--- config.mk ---
export PLATFORM = sky130hd
export DESIGN_NAME = booth_mult_r4_mac
export DESIGN_NICKNAME = d
export VERILOG_FILES = /design/src/rtl/booth_pkg.sv /design/src/rtl/booth_r4_step.sv /design/src/rtl/booth_mult_r4_mac.sv
export SDC_FILE = /design/constraint.sdc
export NUM_CORES = 1
export LEC_CHECK = 0
export ABC_CLOCK_PERIOD_IN_PS = 12750
export CAP_MARGIN = 20
export CORE_UTILIZATION = 55
export DETAILED_ROUTE_END_ITERATION = 8
export PLACE_DENSITY = 0.74
export SYNTH_ARGS = -nofsm -noshare
export SYNTH_HDL_FRONTEND = slang
export SYNTH_SLANG_ARGS = --single-unit
--- constraint.sdc ---
create_clock -name clk -period 12.75 [get_ports clk]
set_clock_uncertainty 0.05 [all_clocks]
set_input_delay 1.9125 -clock clk [delete_from_list [all_inputs] [get_ports clk]]
set_output_delay 1.9125 -clock clk [all_outputs]
set_load 0.05 [all_outputs]
--- src/rtl/booth_pkg.sv ---
// Shared encodings and helpers for the radix-4 Booth multiply/accumulate core.
package booth_pkg;

  typedef enum logic [1:0] {
    OP_MUL  = 2'b00,
    OP_MAC  = 2'b01,
    OP_LOAD = 2'b10,
    OP_MSUB = 2'b11
  } op_e;

  typedef enum logic [1:0] {
    S_IDLE = 2'b00,
    S_RUN  = 2'b01,
    S_ACC  = 2'b10,
    S_HOLD = 2'b11
  } state_e;

  // One-hot magnitude select plus sign for a single Booth digit.
  typedef struct packed {
    logic zero;
    logic neg;
    logic x1;
    logic x2;
    logic x3;
  } booth_ctl_t;

  // Window is {b[2i+1], b[2i], b[2i-1]}. A 3-bit window only ever yields
  // digits in -2..+2, so x3 is never raised here; the 3A path stays
  // available to the step for wider-window decoders.
  function automatic booth_ctl_t booth_decode(input logic [2:0] win);
    booth_ctl_t c;
    c = '0;
    case (win)
      3'b000, 3'b111: c.zero = 1'b1;
      3'b001, 3'b010: c.x1   = 1'b1;
      3'b011:         c.x2   = 1'b1;
      3'b100:         begin c.x2 = 1'b1; c.neg = 1'b1; end
      default:        begin c.x1 = 1'b1; c.neg = 1'b1; end
    endcase
    return c;
  endfunction

  // Extension bit for an operand: its MSB when treated as signed, else 0.
  function automatic logic ext_bit(input logic msb, input logic is_signed);
    return msb & is_signed;
  endfunction

endpackage

--- src/rtl/booth_r4_step.sv ---
// One radix-4 Booth step: adds or subtracts 0/A/2A/3A to the partial high slice.
module booth_r4_step
  import booth_pkg::*;
#(
  parameter int WIDTH = 16
) (
  input  logic [WIDTH+2:0] part,
  input  booth_ctl_t       ctl,
  input  logic [WIDTH+2:0] a,
  input  logic [WIDTH+2:0] a3,
  output logic [WIDTH+2:0] sum
);

  logic [WIDTH+2:0] sel;

  // Select the multiple of A, then add or subtract it from the partial sum.
  always_comb begin
    sel = '0;
    if (ctl.zero)    sel = '0;
    else if (ctl.x1) sel = a;
    else if (ctl.x2) sel = a << 1;
    else if (ctl.x3) sel = a3;
    sum = ctl.neg ? (part - sel) : (part + sel);
  end

endmodule

--- src/rtl/booth_mult_r4_mac.sv ---
// Sequential radix-4 Booth multiplier with signed accumulator and sticky overflow.
module booth_mult_r4_mac
  import booth_pkg::*;
#(
  parameter int WIDTH     = 16,
  parameter int ACC_GUARD = 8
) (
  input  logic                         clk,
  input  logic                         rst_n,
  input  logic                         in_valid,
  output logic                         in_ready,
  input  logic [WIDTH-1:0]             multiplicand,
  input  logic [WIDTH-1:0]             multiplier,
  input  logic [1:0]                   sign_mode,
  input  logic [1:0]                   op,
  output logic                         out_valid,
  input  logic                         out_ready,
  output logic [2*WIDTH-1:0]           product,
  output logic [2*WIDTH+ACC_GUARD-1:0] result,
  output logic                         ovf
);

  localparam int N     = WIDTH / 2;
  localparam int ACC_W = 2 * WIDTH + ACC_GUARD;
  localparam int HW    = WIDTH + 3;           // high slice holds up to 3A
  localparam int PW    = 2 * WIDTH + 3;       // full shift register width
  localparam int XW    = (PW > ACC_W) ? PW : ACC_W;

  if ((WIDTH % 2) != 0 || WIDTH < 4) begin : g_bad_width
    $error("booth_mult_r4_mac: WIDTH must be even and >= 4");
  end
  if (ACC_GUARD < 1) begin : g_bad_guard
    $error("booth_mult_r4_mac: ACC_GUARD must be >= 1");
  end

  state_e                  state, state_nxt;
  logic [N-1:0]            cnt;
  logic [HW-1:0]           hi, a_r, a3_r, a_in, a3_in, step_sum;
  logic [WIDTH-1:0]        lo;
  logic                    prev, corr, accept, ext_a;
  op_e                     op_r;
  booth_ctl_t              ctl;
  logic signed [ACC_W-1:0] acc, p_acc, acc_add, acc_sub;
  logic signed [PW-1:0]    p_booth;
  logic signed [HW-1:0]    a_s;
  logic signed [XW-1:0]    p_wide;
  logic                    add_ovf, sub_ovf;

  assign accept = in_valid & in_ready;
  assign ext_a  = ext_bit(multiplicand[WIDTH-1], sign_mode[1]);
  assign a_in   = {{3{ext_a}}, multiplicand};
  assign a3_in  = a_in + (a_in << 1);
  assign ctl    = booth_decode({lo[1:0], prev});

  booth_r4_step #(.WIDTH(WIDTH)) u_step (
    .part (hi),
    .ctl  (ctl),
    .a    (a_r),
    .a3   (a3_r),
    .sum  (step_sum)
  );

  // Next-state and handshake outputs; in_ready follows out_ready in HOLD.
  always_comb begin
    state_nxt = state;
    in_ready  = 1'b0;
    out_valid = 1'b0;
    case (state)
      S_IDLE: begin
        in_ready = 1'b1;
        if (in_valid) state_nxt = S_RUN;
      end
      S_RUN:  if (cnt[N-1]) state_nxt = S_ACC;
      S_ACC:  state_nxt = S_HOLD;
      S_HOLD: begin
        out_valid = 1'b1;
        in_ready  = out_ready;
        if (out_ready) state_nxt = in_valid ? S_RUN : S_IDLE;
      end
      default: state_nxt = S_IDLE;
    endcase
  end

  // Booth runs on the multiplier as signed; an unsigned multiplier with MSB
  // set is repaired by adding A<<WIDTH once the iterations are done.
  always_comb begin
    p_booth = {hi, lo};
    a_s     = a_r;
    p_wide  = XW'(p_booth);
    if (corr) p_wide = p_wide + (XW'(a_s) <<< WIDTH);
    p_acc   = p_wide[ACC_W-1:0];
    acc_add = acc + p_acc;
    acc_sub = acc - p_acc;
    add_ovf = (acc[ACC_W-1] == p_acc[ACC_W-1]) && (acc_add[ACC_W-1] != acc[ACC_W-1]);
    sub_ovf = (acc[ACC_W-1] != p_acc[ACC_W-1]) && (acc_sub[ACC_W-1] != acc[ACC_W-1]);
  end

  // State register.
  always_ff @(posedge clk or negedge rst_n) begin
    if (!rst_n) state <= S_IDLE;
    else        state <= state_nxt;
  end

  // Operand capture, Booth iteration, and accumulate/output update.
  always_ff @(posedge clk or negedge rst_n) begin
    if (!rst_n) begin
      cnt     <= '0;
      hi      <= '0;
      lo      <= '0;
      prev    <= 1'b0;
      a_r     <= '0;
      a3_r    <= '0;
      corr    <= 1'b0;
      op_r    <= OP_MUL;
      acc     <= '0;
      ovf     <= 1'b0;
      product <= '0;
      result  <= '0;
    end else if (accept) begin
      a_r  <= a_in;
      a3_r <= a3_in;
      hi   <= '0;
      lo   <= multiplier;
      prev <= 1'b0;
      cnt  <= N'(1);
      corr <= ~sign_mode[0] & multiplier[WIDTH-1];
      op_r <= op_e'(op);
    end else if (state == S_RUN) begin
      hi   <= {{2{step_sum[HW-1]}}, step_sum[HW-1:2]};
      lo   <= {step_sum[1:0], lo[WIDTH-1:2]};
      prev <= lo[1];
      cnt  <= cnt << 1;
    end else if (state == S_ACC) begin
      product <= p_acc[2*WIDTH-1:0];
      case (op_r)
        OP_LOAD: begin acc <= p_acc;   result <= p_acc;   ovf <= 1'b0;          end
        OP_MAC:  begin acc <= acc_add; result <= acc_add; ovf <= ovf | add_ovf; end
        OP_MSUB: begin acc <= acc_sub; result <= acc_sub; ovf <= ovf | sub_ovf; end
        default: result <= p_acc;
      endcase
    end
  end

endmodule

==> flow_summary.json <==
{
  "status": "finished, final reports clean",
  "dieArea_um2": 26930,
  "cts_tree": "done",
  "gp_congestion": 0.9431,
  "worst_slew_pin_slew_ps": 1051,
  "max_cap_viol_count": 0,
  "rows": 58,
  "hold_violations": 0,
  "routedWlPerCell_um": 18.87,
  "io_pins": 115,
  "fin_cells": 2217,
  "synth.yosys.seq_area_share_pct": 30.65,
  "hold_buffers": 0,
  "grt_pass1_wl_um": 67180,
  "htree_levels": 4,
  "synth_cells": 1833,
  "cts.clk_slew.worst_paths_ps": 90,
  "core_area_um2": 25470,
  "port_buffers": 114,
  "fillers": 2222,
  "yosys-top-cells-area": "dfrtp_1 (31%), ha_1 (10%), nand2_1 (6.5%)",
  "gr-total-overflow": 0,
  "clock-sinks": 177,
  "dr.pass1.iters": 5,
  "routed_wl_um": 41830,
  "synth-main-ff-cell": "dfrtp_1",
  "cts_resized": 0,
  "crit_fanout": 9,
  "ant_nets": 0,
  "initial_core_util_pct": 56.73,
  "drive_gt1_share_pct": 4.663,
  "drc": 0,
  "synth_most_common_cell": "nand2_1",
  "drv_slew": 0,
  "yosysWarnings": 0,
  "grt_pass1_vias": 12670,
  "cts_buffer_depth": 2,
  "yosys.area_share.simple_pct": 18.59,
  "pre_cts_ws_ps": 6890,
  "hpwl_um": 30680,
  "synth.top_cell.area_share_pct": 30.65,
  "synth-seq-cells": 177,
  "setup_ws_ps": 6671,
  "area_delta_synth_final_pct": 13.34,
  "cts-root-buf": "clkbuf_16",
  "nNetsFinal": 2036,
  "async_reset_ff_share_pct": 100.0,
  "synthMuxAreaShare_pct": 4.987,
  "synth_adder_area_share_pct": 10.77,
  "finalSetupViolations": 0,
  "dp_cells": 2184,
  "hp-class": "reg -> reg",
  "syn_avg_cell_area_um2": 7.884,
  "numCtsBuffers": 17,
  "syn_area_um2": 14450,
  "synth_edf_count": 0,
  "vias": 13540,
  "synth_top_family_by_area": "compound AO/OA/AOI/OAI gates",
  "cp-start-kind": "flip-flop",
  "post-cts-setup-buffers": 0,
  "rsz0062_at_grt": "no",
  "clkLatencyLatePin_ps": 460,
  "fin_crit_sh_pct": 47.68,
  "track_usage_pct": 31.85,
  "slew_headroom_pct": 29.01,
  "crit_arrival_ps": 6380,
  "synth_compound_area_share_pct": 24.42,
  "grt_max_degree": 102,
  "synth_common_cells": "nand2_1 (249), o21ai_0 (183), dfrtp_1 (177), nor2_1 (165), a21oi_1 (145)",
  "path_class": "reg -> reg",
  "die_h_um": 164.1,
  "die_w_um": 164.1,
  "fin_crit_ps": 6079,
  "synth_xor_area_share_pct": 4.848,
  "ys_types": 82,
  "fin_setup_tns_ps": 0,
  "drt-vias-per-instance": 6.105,
  "yosys.area.top_type": "dfrtp_1",
  "antenna_found_initial": 0,
  "syn_nets": 1995,
  "cp-end-kind": "flip-flop",
  "drt-initial-drc-count": 1255,
  "max_freq_mhz": 164.5,
  "cp.required_ps": 13050,
  "antenna_cells": 0
}
## through the flow
step	hold WS (ps)	utilization [%]	area (µm²)
after global routing	452.3	64.30	16380
after detailed placement	419.4	61.73	15720
after global placement	409.9	61.70	15720
after CTS	435.9	64.20	16350
final	429.0	64.30	16380
after floorplan	399.5	-	14450
## layout by cell type, fill, tap and decap left out, types with 18 or more instances in the layout
cell type        Yosys  layout
xor2_1              21      21
a21o_1              32      32
nor3_1              39      39
o21ai_0            183     182
nand3_1             34      33
o21bai_1            18      18
nor2_1             165     165
xnor2_1             59      59
a31oi_1             25      25
clkdlybuf4s50_1      0     113
nor2b_1             28      28
dfrtp_1            177     175
ha_1               118     117
a21oi_1            145     144
inv_1              101     101
mux2i_1             63      63
nand2_1            249     249
## final timing paths
| path | slack (ps) | cells after the start | from | end |
|---|---|---|---|---|
| min | 430 | 2 | result[19] | result[19] |
| min reg2reg | 430 | 2 | result[19] | result[19] |
| min in group asynchronous | 1500 | 1 | rst_n | result[13] |
| max | 6670 | 23 | a_r[0] | result[39] |
| max reg2reg | 6670 | 23 | a_r[0] | result[39] |
| max in group asynchronous | 10000 | 3 | rst_n | op_r[1] |
## routing by layer
metal | vias up | track usage, % | wire length [µm]
met2 | 431 | 50.79 | 19230
met5 | - | 0 | 0
met3 | 49 | 4.470 | 2369
met1 | 6509 | 45.28 | 19590
met4 | 0 | 7.744 | 640
li1 | 6546 | - | -
## state kept, by name (all words and copies together) (netlist names)
register  cells
acc          40
result       40
product      32
a_r          17
hi           17
lo           16
cnt           8
op_r          2
state         2
corr          1
ovf           1
prev          1
## cells by family after synthesis
logic type               after synthesis
XOR/XNOR                              80
multiplexers                          71
AO/OA/AOI/OAI                        567
adder cells (fa/ha/maj)              122
AND/OR/NAND/NOR                      603
buffers and inverters                213
flip-flops                           177
## final cells by class
cell class                 instances  area (µm²)  share of cell area [%]
tap                              330       412.9                   2.521
sequential                       177        4432                   27.06
multi-input combinational       1443        9224                   56.31
inverter                         104       390.4                   2.383
timing repair buffer             131        1292                   7.891
clock inverter                    15       202.7                   1.237
clock buffer                      17       425.4                   2.597
## worst max-delay path, cell delays in order (launching register included)
cell and delay [ps]:
dfrtp_1 450, ha_1 210, inv_1 60, fa_1 410, nor2b_1 120, o21ai_0 100, a21boi_0 270, o21ai_0 190
a211oi_1 400, o221ai_1 260, o2111ai_1 330, nor4_1 90, a311o_1 390, ha_1 440, nor2_1 210, nand2_1 150
nor4_1 280, o311a_1 220, a21oi_1 90, o31ai_1 510, a221oi_2 190, xnor2_1 180, and3_1 190, o31ai_1 200
Power is not shown: default switching activity piles up to over one toggle a cycle in this logic, so the estimate is an artifact.
==> edit 1 (config.mk and constraints unchanged) <==
Register the output `ovf` once more, with the module's reset; this adds one clock of latency there. The other outputs are not delayed to match.
--- a/src/rtl/booth_mult_r4_mac.sv
+++ b/src/rtl/booth_mult_r4_mac.sv
@@ -25,6 +25,8 @@
   localparam int HW    = WIDTH + 3;           // high slice holds up to 3A
   localparam int PW    = 2 * WIDTH + 3;       // full shift register width
   localparam int XW    = (PW > ACC_W) ? PW : ACC_W;
+
+  logic ovf_s0;
 
   if ((WIDTH % 2) != 0 || WIDTH < 4) begin : g_bad_width
     $error("booth_mult_r4_mac: WIDTH must be even and >= 4");
@@ -113,7 +115,7 @@
       corr    <= 1'b0;
       op_r    <= OP_MUL;
       acc     <= '0;
-      ovf     <= 1'b0;
+      ovf_s0  <= 1'b0;
       product <= '0;
       result  <= '0;
     end else if (accept) begin
@@ -133,13 +135,21 @@
     end else if (state == S_ACC) begin
       product <= p_acc[2*WIDTH-1:0];
       case (op_r)
-        OP_LOAD: begin acc <= p_acc;   result <= p_acc;   ovf <= 1'b0;          end
-        OP_MAC:  begin acc <= acc_add; result <= acc_add; ovf <= ovf | add_ovf; end
-        OP_MSUB: begin acc <= acc_sub; result <= acc_sub; ovf <= ovf | sub_ovf; end
+        OP_LOAD: begin acc <= p_acc;   result <= p_acc;   ovf_s0 <= 1'b0;          end
+        OP_MAC:  begin acc <= acc_add; result <= acc_add; ovf_s0 <= ovf_s0 | add_ovf; end
+        OP_MSUB: begin acc <= acc_sub; result <= acc_sub; ovf_s0 <= ovf_s0 | sub_ovf; end
         default: result <= p_acc;
       endcase
     end
   end
 
+  always_ff @(posedge clk or negedge rst_n) begin
+    if (!rst_n) begin
+      ovf <= '0;
+    end else begin
+      ovf <= ovf_s0;
+    end
+  end
+
 endmodule
 
Formal check against the unedited RTL: same outputs for any inputs over 10 cycles, from zero or initial values and one cycle with rst_n low; that may be too few to reach the edited logic, so the function may still have changed.
==> edit 1 against the unedited design <==
- synthesized cell count is 5.0% lower
- routed wire length down 2.2%
- via count down 5.2%
- cell area down 2.3%
- sequential cell count rose by 1
- setup slack got worse by 0.50 ns
- critical path depth is 2 higher
- global-route usage is 0.25 points higher
- hold slack got worse by 0.032 ns
- synthesized area shrank 2.5%
- first-iteration DRC count is 18% lower
- critical path type unchanged
- critical endpoint is now hi[17]
- largest cell class unchanged
Power is left out: the tool's default activity adds up to more than one toggle a clock period on the data nets, which glitch-free logic cannot reach.
==> edit 1: results (changes against the unedited design) <==
status: "finished clean"
crit_path_max_incr_delay_ns: 1.02  # +0.51 ns
cts_resized: 0  # unchanged
hold_viol: 0  # unchanged
synthTopCellsByCount: "nand2_1 (251), o21ai_0 (185), dfrtp_1 (178), nor2_1 (144), a21oi_1 (134)"
synthArstFlopShare: 1.00  # unchanged
place_area_mm2: 0.0154  # -2.2%
timing.critical_path.slowest_stage_cell: "dfrtp_1"
insertion_delay_ns: 0.46  # about the same
min_path_type: "flip-flop to flip-flop"
vias: 12800  # -5.2%
drc: 0  # unchanged
tightest_slew_ns: 1.02  # -0.0354 ns
biggestRegsByFlops: "acc (40), result (40), product (32)"
synth_fp_nets: 1903  # -4.6%
crit_fanout: 32  # +23
drtIter0Drc: 1034  # -18%
antenna_cells: 0  # unchanged
numCtsBuffers: 17  # unchanged
grtUsageTotal: 0.321  # +0.00253
place_hpwl_um: 30000  # -2.2%
synthFlopType: "dfrtp_1"
crit_arrival_ns: 6.84  # +0.46 ns
grt_pass1_wl_um: 66000  # -1.7%
firstDrtPassIters: 5  # unchanged
grt_max_degree: 124  # +22%
dp_slack_ns: 6.32  # -0.571 ns
numPortBuffers: 114  # unchanged
grt_pass1_vias: 12300  # -2.5%
nets: 1950  # -4.2%
synth_seq_area_share: 0.316  # +0.00978
ctsHtreeMaxLevel: 4  # unchanged
totalNegativeSetupSlack_ns: 0  # unchanged
cts.reportedPaths.clkPinSlew_ns: 0.08
post-cts-setup-buffers: 0  # unchanged
root_buffer: "clkbuf_16"
avgRoutedWirePerCell_um: 19.2  # +1.8%
layout-drive-gt1-share: 0.0505  # +0.00389
yosys_warnings: 0  # unchanged
yosys-top-cells-area: "dfrtp_1 (32%), ha_1 (10%), nand2_1 (6.7%)"
antenna_found_initial: 0  # unchanged
place_congestion: 0.963  # +2.1%
ys_types: 78  # -4.9%
clk_path_buf_depth: 2  # unchanged
crit_family: "compound AO/OA/AOI/OAI gates"
[edit 1: cell types whose count changed in the layout (fill, tap and decap cells not counted), sizes merged, moves of 6 or more]
cell,unedited run,this run
a21o,32,39
a21oi,145,134
a31oi,26,19
buf,17,11
inv,109,98
mux2,8,15
nand3,34,25
nor2,165,144
nor2b,28,12
nor3,41,30
nor4,17,4
o221ai,10,4
o31ai,17,5
[edit 1: kinds of logic (layout without fill, tap and decap cells)]
kind of cell	after synthesis	after routing	synth area share
AND/OR/NAND/NOR	549	549	0.172
buffers and inverters	188	248	0.0509
adder cells (fa/ha/maj)	122	122	0.111
flip-flops	178	178	0.316
multiplexers	81	81	0.0589
XOR/XNOR	88	88	0.0547
AO/OA/AOI/OAI	535	535	0.236
[edit 1: layer usage]
| metal | routed length, um | GRT usage | share of wire |
|---|---|---|---|
| met1 | 18300 | 0.431 | 0.45 |
| met2 | 19500 | 0.531 | 0.48 |
| met3 | 1820 | 0.0391 | 0.044 |
| met4 | 1230 | 0.117 | 0.030 |
| met5 | 0 | 0 | 0 |
[edit 1: final cells by class]
class / instances / area (um2)
fill: 2270 / 9180
multi-input combinational: 1375 / 8940
sequential: 178 / 4460
timing repair buffer: 125 / 1250
clock buffer: 18 / 439
tap: 330 / 413
inverter: 91 / 342
clock inverter: 14 / 161
[edit 1: stage by stage]
stage	util	hold WS [ns]	std cells
finish	0.635	0.397	2131
global route	0.635	0.409	2131
CTS	0.634	0.400	2130
detailed placement	0.610	0.368	2098
global placement	0.610	0.347	2098
floorplan	-	0.325	1741
[edit 1: final timing paths]
kind	startpoint	end	slack, ns	depth (start not counted)
min	ovf_s0	ovf	0.40	0
min reg2reg	ovf_s0	ovf	0.40	0
min in group asynchronous	rst_n	result[12]	1.34	1
max reg2reg	lo[1]	hi[17]	6.17	25
max	lo[1]	hi[17]	6.17	25
max in group asynchronous	rst_n	op_r[0]	10.10	2
==> edit 2 (config.mk and constraints unchanged) <==
Without the edit above. `ACC_GUARD`: 8 -> 16.
--- a/src/rtl/booth_mult_r4_mac.sv
+++ b/src/rtl/booth_mult_r4_mac.sv
@@ -3,7 +3,7 @@
   import booth_pkg::*;
 #(
   parameter int WIDTH     = 16,
-  parameter int ACC_GUARD = 8
+  parameter int ACC_GUARD = 16
 ) (
   input  logic                         clk,
   input  logic                         rst_n,
Interface: changed (resized result); port bits go from 115 to 123. The function was not compared with the original's and may differ.
==> edit 2 against the unedited design <==
- highest routed layer unchanged
- synthesized area grew 11%
- sequential cell count grew 16
- sequential share of layout area shrank 0.32 points
- routed wire length grew 15%
- cell area grew 10%
- via count grew 12%
- first-iteration DRC count grew 4.1%
- global-route usage grew 0.31 points
- setup slack lost 0.14 ns
Power is not shown: default switching activity piles up to over one toggle a cycle in this logic, so the estimate is an artifact.
==> edit 2: results (changes against the unedited design) <==
multi_input_gates: 1626  # +13%
inverters: 106  # +1.9%
seq_area_mm2: 0.00483  # +9.0%
nets: 2262  # +11%
vias: 15200  # +12%
crit_fanout: 28  # +19
place_area_mm2: 0.0175  # +11%
syn_inst: 2045  # +12%
grt_pass1_wl_um: 77100  # +15%
hp-start: "product[10]"
finalCriticalPeriod_ns: 6.22  # +0.140 ns
synthTopCellsByCount: "nand2_1 (285), o21ai_0 (227), dfrtp_1 (193), nor2_1 (184), a21oi_1 (152)"
buffer_area_frac: 0.0740  # -0.00489
buffers: 137  # +4.6%
biggestRegsByFlops: "acc (48), result (48), product (32)"
synthAdderAreaFrac: 0.111  # +0.00378
min_to: "product[10]"
layout-drive-gt1-share: 0.0435  # -0.00318
worst-r2r-setup-slack_ns: 6.53  # -0.14 ns
synthMuxAreaShare: 0.0435  # -0.00633
fin_hold_ws_ns: 0.426  # -0.00294 ns
status: "finished clean"
num-fill-cells: 2595  # +17%
grtUsageMet3: 0.0431  # -0.00160
grtUsageTotal: 0.322  # +0.00307
crit_arrival_ns: 6.48  # +0.10 ns
clk_share: 0.0324  # -0.00594
synth_seq_area_share: 0.300  # -0.00641
use_met2: 0.543  # +0.0350
max_slew_margin: 0.278  # -0.0118
[edit 2: cell types whose count changed after synthesis, moves of 16 or more]
| cell | delta |
|---|---|
| o21ai_0 | +44 |
| ha_1 | +19 |
| nand2_1 | +36 |
| clkbuf_1 | +20 |
| dfrtp_1 | +16 |
| o211ai_1 | +16 |
| nor2_1 | +19 |
[edit 2: worst max-delay path, stage by stage (launching register included)]
cell	delay, ns
dfrtp_1	0.91
and3b_1	0.43
nor2_1	0.83
nand2_1	0.13
a21o_1	0.20
ha_1	0.24
o221ai_1	0.19
o21ai_0	0.21
xnor2_1	0.21
o221ai_1	0.13
ha_1	0.27
or4_1	0.48
a311oi_1	0.34
o31ai_1	0.18
or4_1	0.46
nand3_1	0.11
a31oi_1	0.09
nor2_1	0.14
xor2_1	0.16
nand2_1	0.08
xor2_1	0.17
nor2_1	0.05
[edit 2: per-layer routing]
metal  wire length [um]  part of all wire
met1              21200              0.44
met2              22800              0.47
met3               2690             0.056
met4               1460             0.030
met5                  0                 0
